File: src/rtl/arm_fetch_pkg.sv
// ---------------------------------------------------------------------------
// arm_fetch_pkg
// Shared types and helpers for the instruction-fetch stage.
//   fetch_state_t  : fetch sequencer states (RUN, DRAIN, HALT)
//   if_id_t        : IF/ID pipeline register contents
//   HALT_WORD_DEFAULT : encoding of "B #-1", the program-terminating branch
//   align_word()   : clears the byte-offset bits of an address
// ---------------------------------------------------------------------------
package arm_fetch_pkg;

  localparam int XLEN = 32;

  localparam logic [XLEN-1:0] HALT_WORD_DEFAULT = 32'hEAFF_FFFF;

  typedef enum logic [1:0] {
    RUN   = 2'd0,
    DRAIN = 2'd1,
    HALT  = 2'd2
  } fetch_state_t;

  // An all-zero value is the bubble.
  typedef struct packed {
    logic [XLEN-1:0] pc;
    logic [XLEN-1:0] instruction;
    logic            valid;
  } if_id_t;

  function automatic logic [XLEN-1:0] align_word(input logic [XLEN-1:0] addr);
    return {addr[XLEN-1:2], 2'b00};
  endfunction

endpackage

File: src/rtl/pc_register.sv
// ---------------------------------------------------------------------------
// pc_register
// N-bit program-counter register with load enable.
//   clk    : rising-edge clock
//   rst    : asynchronous active-high reset, loads RESET_PC
//   i_load : capture i_d on the next rising edge
//   i_d    : next PC value
//   o_q    : current PC value
// ---------------------------------------------------------------------------
module pc_register #(
  parameter int           N        = 32,
  parameter logic [N-1:0] RESET_PC = '0
) (
  input  logic         clk,
  input  logic         rst,
  input  logic         i_load,
  input  logic [N-1:0] i_d,
  output logic [N-1:0] o_q
);

  logic [N-1:0] r_q;

  // NOTE: sequential state uses non-blocking assignments so every register
  // samples pre-edge values, independent of block evaluation order.
  always_ff @(posedge clk or posedge rst) begin
    if (rst) begin
      r_q <= RESET_PC;
    end else if (i_load) begin
      r_q <= i_d;
    end
  end

  assign o_q = r_q;

endmodule

File: src/rtl/fetch_controller.sv
// ---------------------------------------------------------------------------
// fetch_controller
// Instruction-fetch sequencer: owns the PC, addresses the combinational
// instruction memory, loads the IF/ID register, and handles freeze, branch
// redirect and the self-branch that terminates a program.
//   clk, rst        : clock, asynchronous active-high reset
//   freeze          : hazard stall, hold PC and IF/ID
//   branch_taken    : taken branch resolved in EX this cycle
//   branch_addr     : branch target (bits [1:0] ignored)
//   imem_addr       : instruction memory address (= PC)
//   imem_data       : instruction word at imem_addr
//   if_pc           : IF/ID fetch address + 4
//   if_instruction  : IF/ID instruction word
//   if_valid        : IF/ID holds a real instruction
//   halted          : fetch permanently stopped
//   fetch_count     : number of valid words loaded into IF/ID
// N must equal arm_fetch_pkg::XLEN.
// ---------------------------------------------------------------------------
module fetch_controller
  import arm_fetch_pkg::*;
#(
  parameter int           N         = 32,
  parameter logic [N-1:0] RESET_PC  = '0,
  parameter logic [N-1:0] HALT_WORD = HALT_WORD_DEFAULT
) (
  input  logic         clk,
  input  logic         rst,
  input  logic         freeze,
  input  logic         branch_taken,
  input  logic [N-1:0] branch_addr,
  output logic [N-1:0] imem_addr,
  input  logic [N-1:0] imem_data,
  output logic [N-1:0] if_pc,
  output logic [N-1:0] if_instruction,
  output logic         if_valid,
  output logic         halted,
  output logic [N-1:0] fetch_count
);

  fetch_state_t r_state;
  if_id_t       r_if_id;
  logic [N-1:0] r_halt_pc;
  logic [N-1:0] r_fetch_count;
  logic         r_halted;

  logic [N-1:0] w_pc;
  logic [N-1:0] w_pc_plus4;
  logic [N-1:0] w_pc_next;
  logic [N-1:0] w_target;
  logic         w_pc_load;
  logic         w_hits_halt;

  assign w_pc_plus4  = w_pc + N'(4);
  assign w_target    = align_word(branch_addr);
  // The halt self-branch resolving in EX confirms the speculative halt.
  assign w_hits_halt = (w_target == r_halt_pc);

  // NOTE: both outputs get a default before the case so no path leaves them
  // unassigned, which would otherwise infer latches.
  always_comb begin
    w_pc_load = 1'b0;
    w_pc_next = w_pc_plus4;
    case (r_state)
      RUN: begin
        if (branch_taken) begin
          w_pc_load = 1'b1;
          w_pc_next = w_target;
        end else if (!freeze) begin
          w_pc_load = 1'b1;
        end
      end
      // PC already sits at halt_pc+4; only a cancelling branch moves it.
      DRAIN: begin
        if (branch_taken && !w_hits_halt) begin
          w_pc_load = 1'b1;
          w_pc_next = w_target;
        end
      end
      default: begin
        w_pc_load = 1'b0;
      end
    endcase
  end

  pc_register #(
    .N        (N),
    .RESET_PC (RESET_PC)
  ) u_pc (
    .clk    (clk),
    .rst    (rst),
    .i_load (w_pc_load),
    .i_d    (w_pc_next),
    .o_q    (w_pc)
  );

  always_ff @(posedge clk or posedge rst) begin
    if (rst) begin
      r_state       <= RUN;
      r_if_id       <= '0;
      r_halt_pc     <= '0;
      r_fetch_count <= '0;
      r_halted      <= 1'b0;
    end else begin
      case (r_state)
        RUN: begin
          if (branch_taken) begin
            r_if_id <= '0;
          end else if (!freeze) begin
            r_if_id       <= '{pc: w_pc_plus4, instruction: imem_data, valid: 1'b1};
            r_fetch_count <= r_fetch_count + N'(1);
            if (imem_data == HALT_WORD) begin
              r_halt_pc <= w_pc;
              r_state   <= DRAIN;
            end
          end
        end
        DRAIN: begin
          if (branch_taken) begin
            r_if_id  <= '0;
            r_state  <= w_hits_halt ? HALT : RUN;
            r_halted <= w_hits_halt;
          end else if (!freeze) begin
            r_if_id <= '0;
          end
        end
        HALT: begin
          r_state <= HALT;
        end
        default: begin
          r_state <= RUN;
        end
      endcase
    end
  end

  assign imem_addr      = w_pc;
  assign if_pc          = r_if_id.pc;
  assign if_instruction = r_if_id.instruction;
  assign if_valid       = r_if_id.valid;
  assign halted         = r_halted;
  assign fetch_count    = r_fetch_count;

endmodule

File: config.mk
export PLATFORM = sky130hd
export DESIGN_NAME = fetch_controller
export DESIGN_NICKNAME = d
export VERILOG_FILES = /design/src/rtl/arm_fetch_pkg.sv /design/src/rtl/pc_register.sv /design/src/rtl/fetch_controller.sv
export SDC_FILE = /design/constraint.sdc
export NUM_CORES = 1
export LEC_CHECK = 0
export BUFFER_PORTS_ARGS = -buffer_cell sky130_fd_sc_hd__buf_2
export CORE_ASPECT_RATIO = 0.7
export CORE_MARGIN = 10
export CORE_UTILIZATION = 35
export CTS_CLUSTER_SIZE = 14
export DETAILED_ROUTE_END_ITERATION = 6
export GPL_ROUTABILITY_DRIVEN = 0
export GPL_TIMING_DRIVEN = 1
export PLACE_DENSITY = 0.64
export SLEW_MARGIN = 20
export SYNTH_ARGS = -nofsm -noshare
export SYNTH_HDL_FRONTEND = slang
export SYNTH_SLANG_ARGS = --single-unit
File: constraint.sdc
create_clock -name clk -period 9.01 [get_ports clk]
set_input_delay 1.802 -clock clk [delete_from_list [all_inputs] [get_ports clk]]
set_output_delay 1.802 -clock clk [all_outputs]
set_load 0.03 [all_outputs]
==> results.tsv <==
stage	metric	value	unit
outcome	status	completed	
route	Pre-antenna DRT Iters	6	
critical_path	crit end category	flip-flop	
run	max_cap viols	0	
critical_path	required time of the critical path	9340	ps
grt	total track usage	0.172	
power_and_ir_drop	Peak VDD IR	0.140	mV
yosys	ys async rst share	1.00	
grt	initial antenna violation count	4	
timing	crit share post-route	0.490	
timing	final hold vios	0	
yosys	number of synthesized flops with an enable pin	0	
timing	final setup vio count	0	
route	# DRC	0	
clock_tree	CTS tree	done	
critical_path	CP Max Fanout	22	
die	DIE WIDTH	196	um
grt	GRT busiest layer	met1	
route	total number of vias	6329	
finish	Util after Layout	0.445	
yosys	post-synthesis sequential area ratio	0.525	
die	die area	0.0280	mm^2
critical_path	FF-to-FF Start	r_state[0]	
grt	pin count of the biggest net entering global routing	104	
die	Die Span Y	143	um
worst_hold_path	worst hold path startpoint	if_pc[25]	
clock_tree	worst skew pair latency	440	ps
grt	met1 Usage GRT	0.245	
grt	grt met2 use	0.231	
timing	FMAX	0.226	GHz
critical_path	WS Path Type	in -> reg	
clock_tree	Post-CTS Hold Fix Bufs	0	
placement	Placement Cell Area	0.00877	mm^2
die	Starting Density	0.360	
timing	shortest period the worst path allows	4420	ps
finish	final instance area	0.00936	mm^2
clock_tree	htree depth	4	
finish	Layout area overhead	23.5	%
route	DR iter-0 viols	407	
die	Rows	44	
die	num ports	198	
power_and_ir_drop	Pleak	4.51	nW
finish	fill count	2028	
grt	vias in the first global route	6207	
route	average wire per standard cell	20.4	um
route	drt total wl	24400	um
timing	skew final	12.3	ps
placement	I/O Buffers	193	
power_and_ir_drop	power density cells	222	mW/mm^2
route	DR vias/cell	5.28	
critical_path	Arr. time, crit path	4750	ps
critical_path	crit path launch	branch_addr[12]	
critical_path	crit start category	input port	
worst_hold_path	Tightest Hold Check Type	reg -> reg	
yosys	yosys warns	0	
clock_tree	maximum clock path buffer count	2	
clock_tree	Post-CTS Setup Bufs	0	
yosys	FF+latch count, synth	159	
yosys	synthesized instance count	728	
clock_tree	# resized after CTS	0	
clock_tree	Clock Sinks	159	
finish	layout cells sized above 1	0.284	
clock_tree	cts bufs inserted	17	
power_and_ir_drop	Tot Pwr	0.00208	W
yosys	Post-Syn Area	0.00758	mm^2
timing	Slew HR	0.364	
grt	GR Overflow Total	0	
timing	setup_tns	0	ps
die	Core ar.	0.0210	mm^2
clock_tree	Reg clk slew, reported paths	60	ps
yosys	top_reg_cell synth	dfrtp_1	
timing	RSZ-0062 raised after global routing	no	
critical_path	FF-to-FF setup slack	5660	ps
finish	net count reported at finish	976	
grt	met3 usage	0.0702	
clock_tree	clock root buffer	clkbuf_16	
timing	fin. max-slew vios	0	
yosys	synth unique cells	51	
timing	worst slew pin tran	952	ps
placement	hpwl dp	17700	um
grt	global-route wire length before repair	37600	um
route	post-route ant nets	0	
yosys	syn avg cell area	10.4	um^2
-- worst paths after layout --
| path | endpoint | cells past startpoint |
|---|---|---|
| min reg2reg | if_pc[25] | 2 |
| max in group asynchronous | u_pc.o_q[11] | 3 |
| min in group asynchronous | fetch_count[22] | 2 |
| max | if_pc[15] | 8 |
| max reg2reg | fetch_count[30] | 7 |
| min | if_pc[25] | 2 |
-- cell type report --
| type | instances | area [um^2] | area share |
|---|---|---|---|
| antenna | 3 | 7.51 | 0.000802 |
| clock buffer | 19 | 453 | 0.0484 |
| clock inverter | 13 | 128 | 0.0136 |
| inverter | 22 | 87.6 | 0.00935 |
| multi-input combinational | 508 | 3360 | 0.359 |
| sequential | 159 | 3980 | 0.425 |
| tap | 276 | 345 | 0.0369 |
| timing repair buffer | 198 | 1000 | 0.107 |
-- stage by stage --
step	instances	hold slack (ps)	setup slack (ps)
after floorplan	729	470	2920
after global placement	1163	449	4220
after detailed placement	1163	465	4220
after CTS	1195	482	4670
after global routing	1197	502	4410
final	1198	476	4590
-- cell usage in the layout (no fill, tap or decap), types with 3 or more instances in the layout --
cell type,Yosys,routed
mux2_2,22,22
and3_1,5,5
inv_1,22,21
buf_4,3,5
a21o_1,5,4
clkinv_2,0,3
buf_2,3,193
inv_6,0,3
and2_1,3,3
xor2_1,22,22
o211ai_1,3,3
a31oi_1,4,4
clkinv_4,0,4
a22o_1,43,43
dfrtp_1,159,159
a21oi_1,19,18
xnor2_1,67,67
o32ai_1,3,3
nand2_1,92,92
o22ai_1,7,7
nor3_1,6,6
a32oi_1,3,3
or3_1,6,6
nand3_1,15,15
and4_1,3,3
clkbuf_16,0,17
a22oi_1,10,10
o21ai_0,48,48
diode_2,0,3
mux2i_1,15,15
nand4_1,34,34
nor4_1,6,6
nor2_1,43,43
-- power by group --
group          internal (W)  switching (W)
combinational      0.000148       0.000344
sequential         0.000788      0.0000845
clock              0.000400       0.000315
total               0.00134       0.000743
-- synthesized netlist by cell type (2+ instances only) --
master | count | area (um^2)
a21o_1 | 5 | 37.5
a21oi_1 | 19 | 95.1
a221oi_1 | 2 | 17.5
a22o_1 | 43 | 377
a22oi_1 | 10 | 75.1
a31oi_1 | 4 | 25.0
a32oi_1 | 3 | 26.3
and2_1 | 3 | 18.8
and3_1 | 5 | 31.3
and4_1 | 3 | 26.3
buf_1 | 2 | 7.51
buf_2 | 3 | 15.0
buf_4 | 3 | 22.5
clkbuf_1 | 30 | 113
dfrtp_1 | 159 | 3980
ha_1 | 2 | 25.0
inv_1 | 22 | 82.6
mux2_2 | 22 | 248
mux2i_1 | 15 | 150
nand2_1 | 92 | 345
nand3_1 | 15 | 75.1
nand4_1 | 34 | 213
nor2_1 | 43 | 161
nor3_1 | 6 | 30.0
nor4_1 | 6 | 37.5
o211ai_1 | 3 | 22.5
o21ai_0 | 48 | 240
o22ai_1 | 7 | 43.8
o31ai_1 | 2 | 15.0
o32ai_1 | 3 | 26.3
or3_1 | 6 | 37.5
or4_4 | 2 | 22.5
xnor2_1 | 67 | 587
xor2_1 | 22 | 193
-- per-layer routing --
metal / wire length (um) / up-vias
li1: - / 2962
met1: 11800 / 3081
met2: 9950 / 258
met3: 2410 / 26
met4: 306 / 2
met5: 13 / -
-- critical path, stage by stage --
cell and delay [ps]:
buf_2 120, xnor2_1 250, nand4_1 150, nor4_1 620
nand3_1 260, nand2_1 480, nand2_1 660, o21ai_0 390
-- state kept, by name, indices dropped and copies added (netlist names) --
register        count
if_pc              31
halted              1
fetch_count        32
if_instruction     32
r_state             2
r_halt_pc          30
if_valid            1
u_pc.o_q           30
-- kinds of logic (layout without fill, tap and decap cells) --
group	count (synthesis)	count (layout)	synth area share
simple gates	221	221	0.140
buf+inv	62	252	0.0338
mux	37	37	0.0525
flops	159	159	0.525
xor+xnor	89	89	0.103
fa+ha+maj	2	2	0.00330
compound gates	157	157	0.141
other cells	1	5	0.000495
Power figures use the tool's default switching activity.
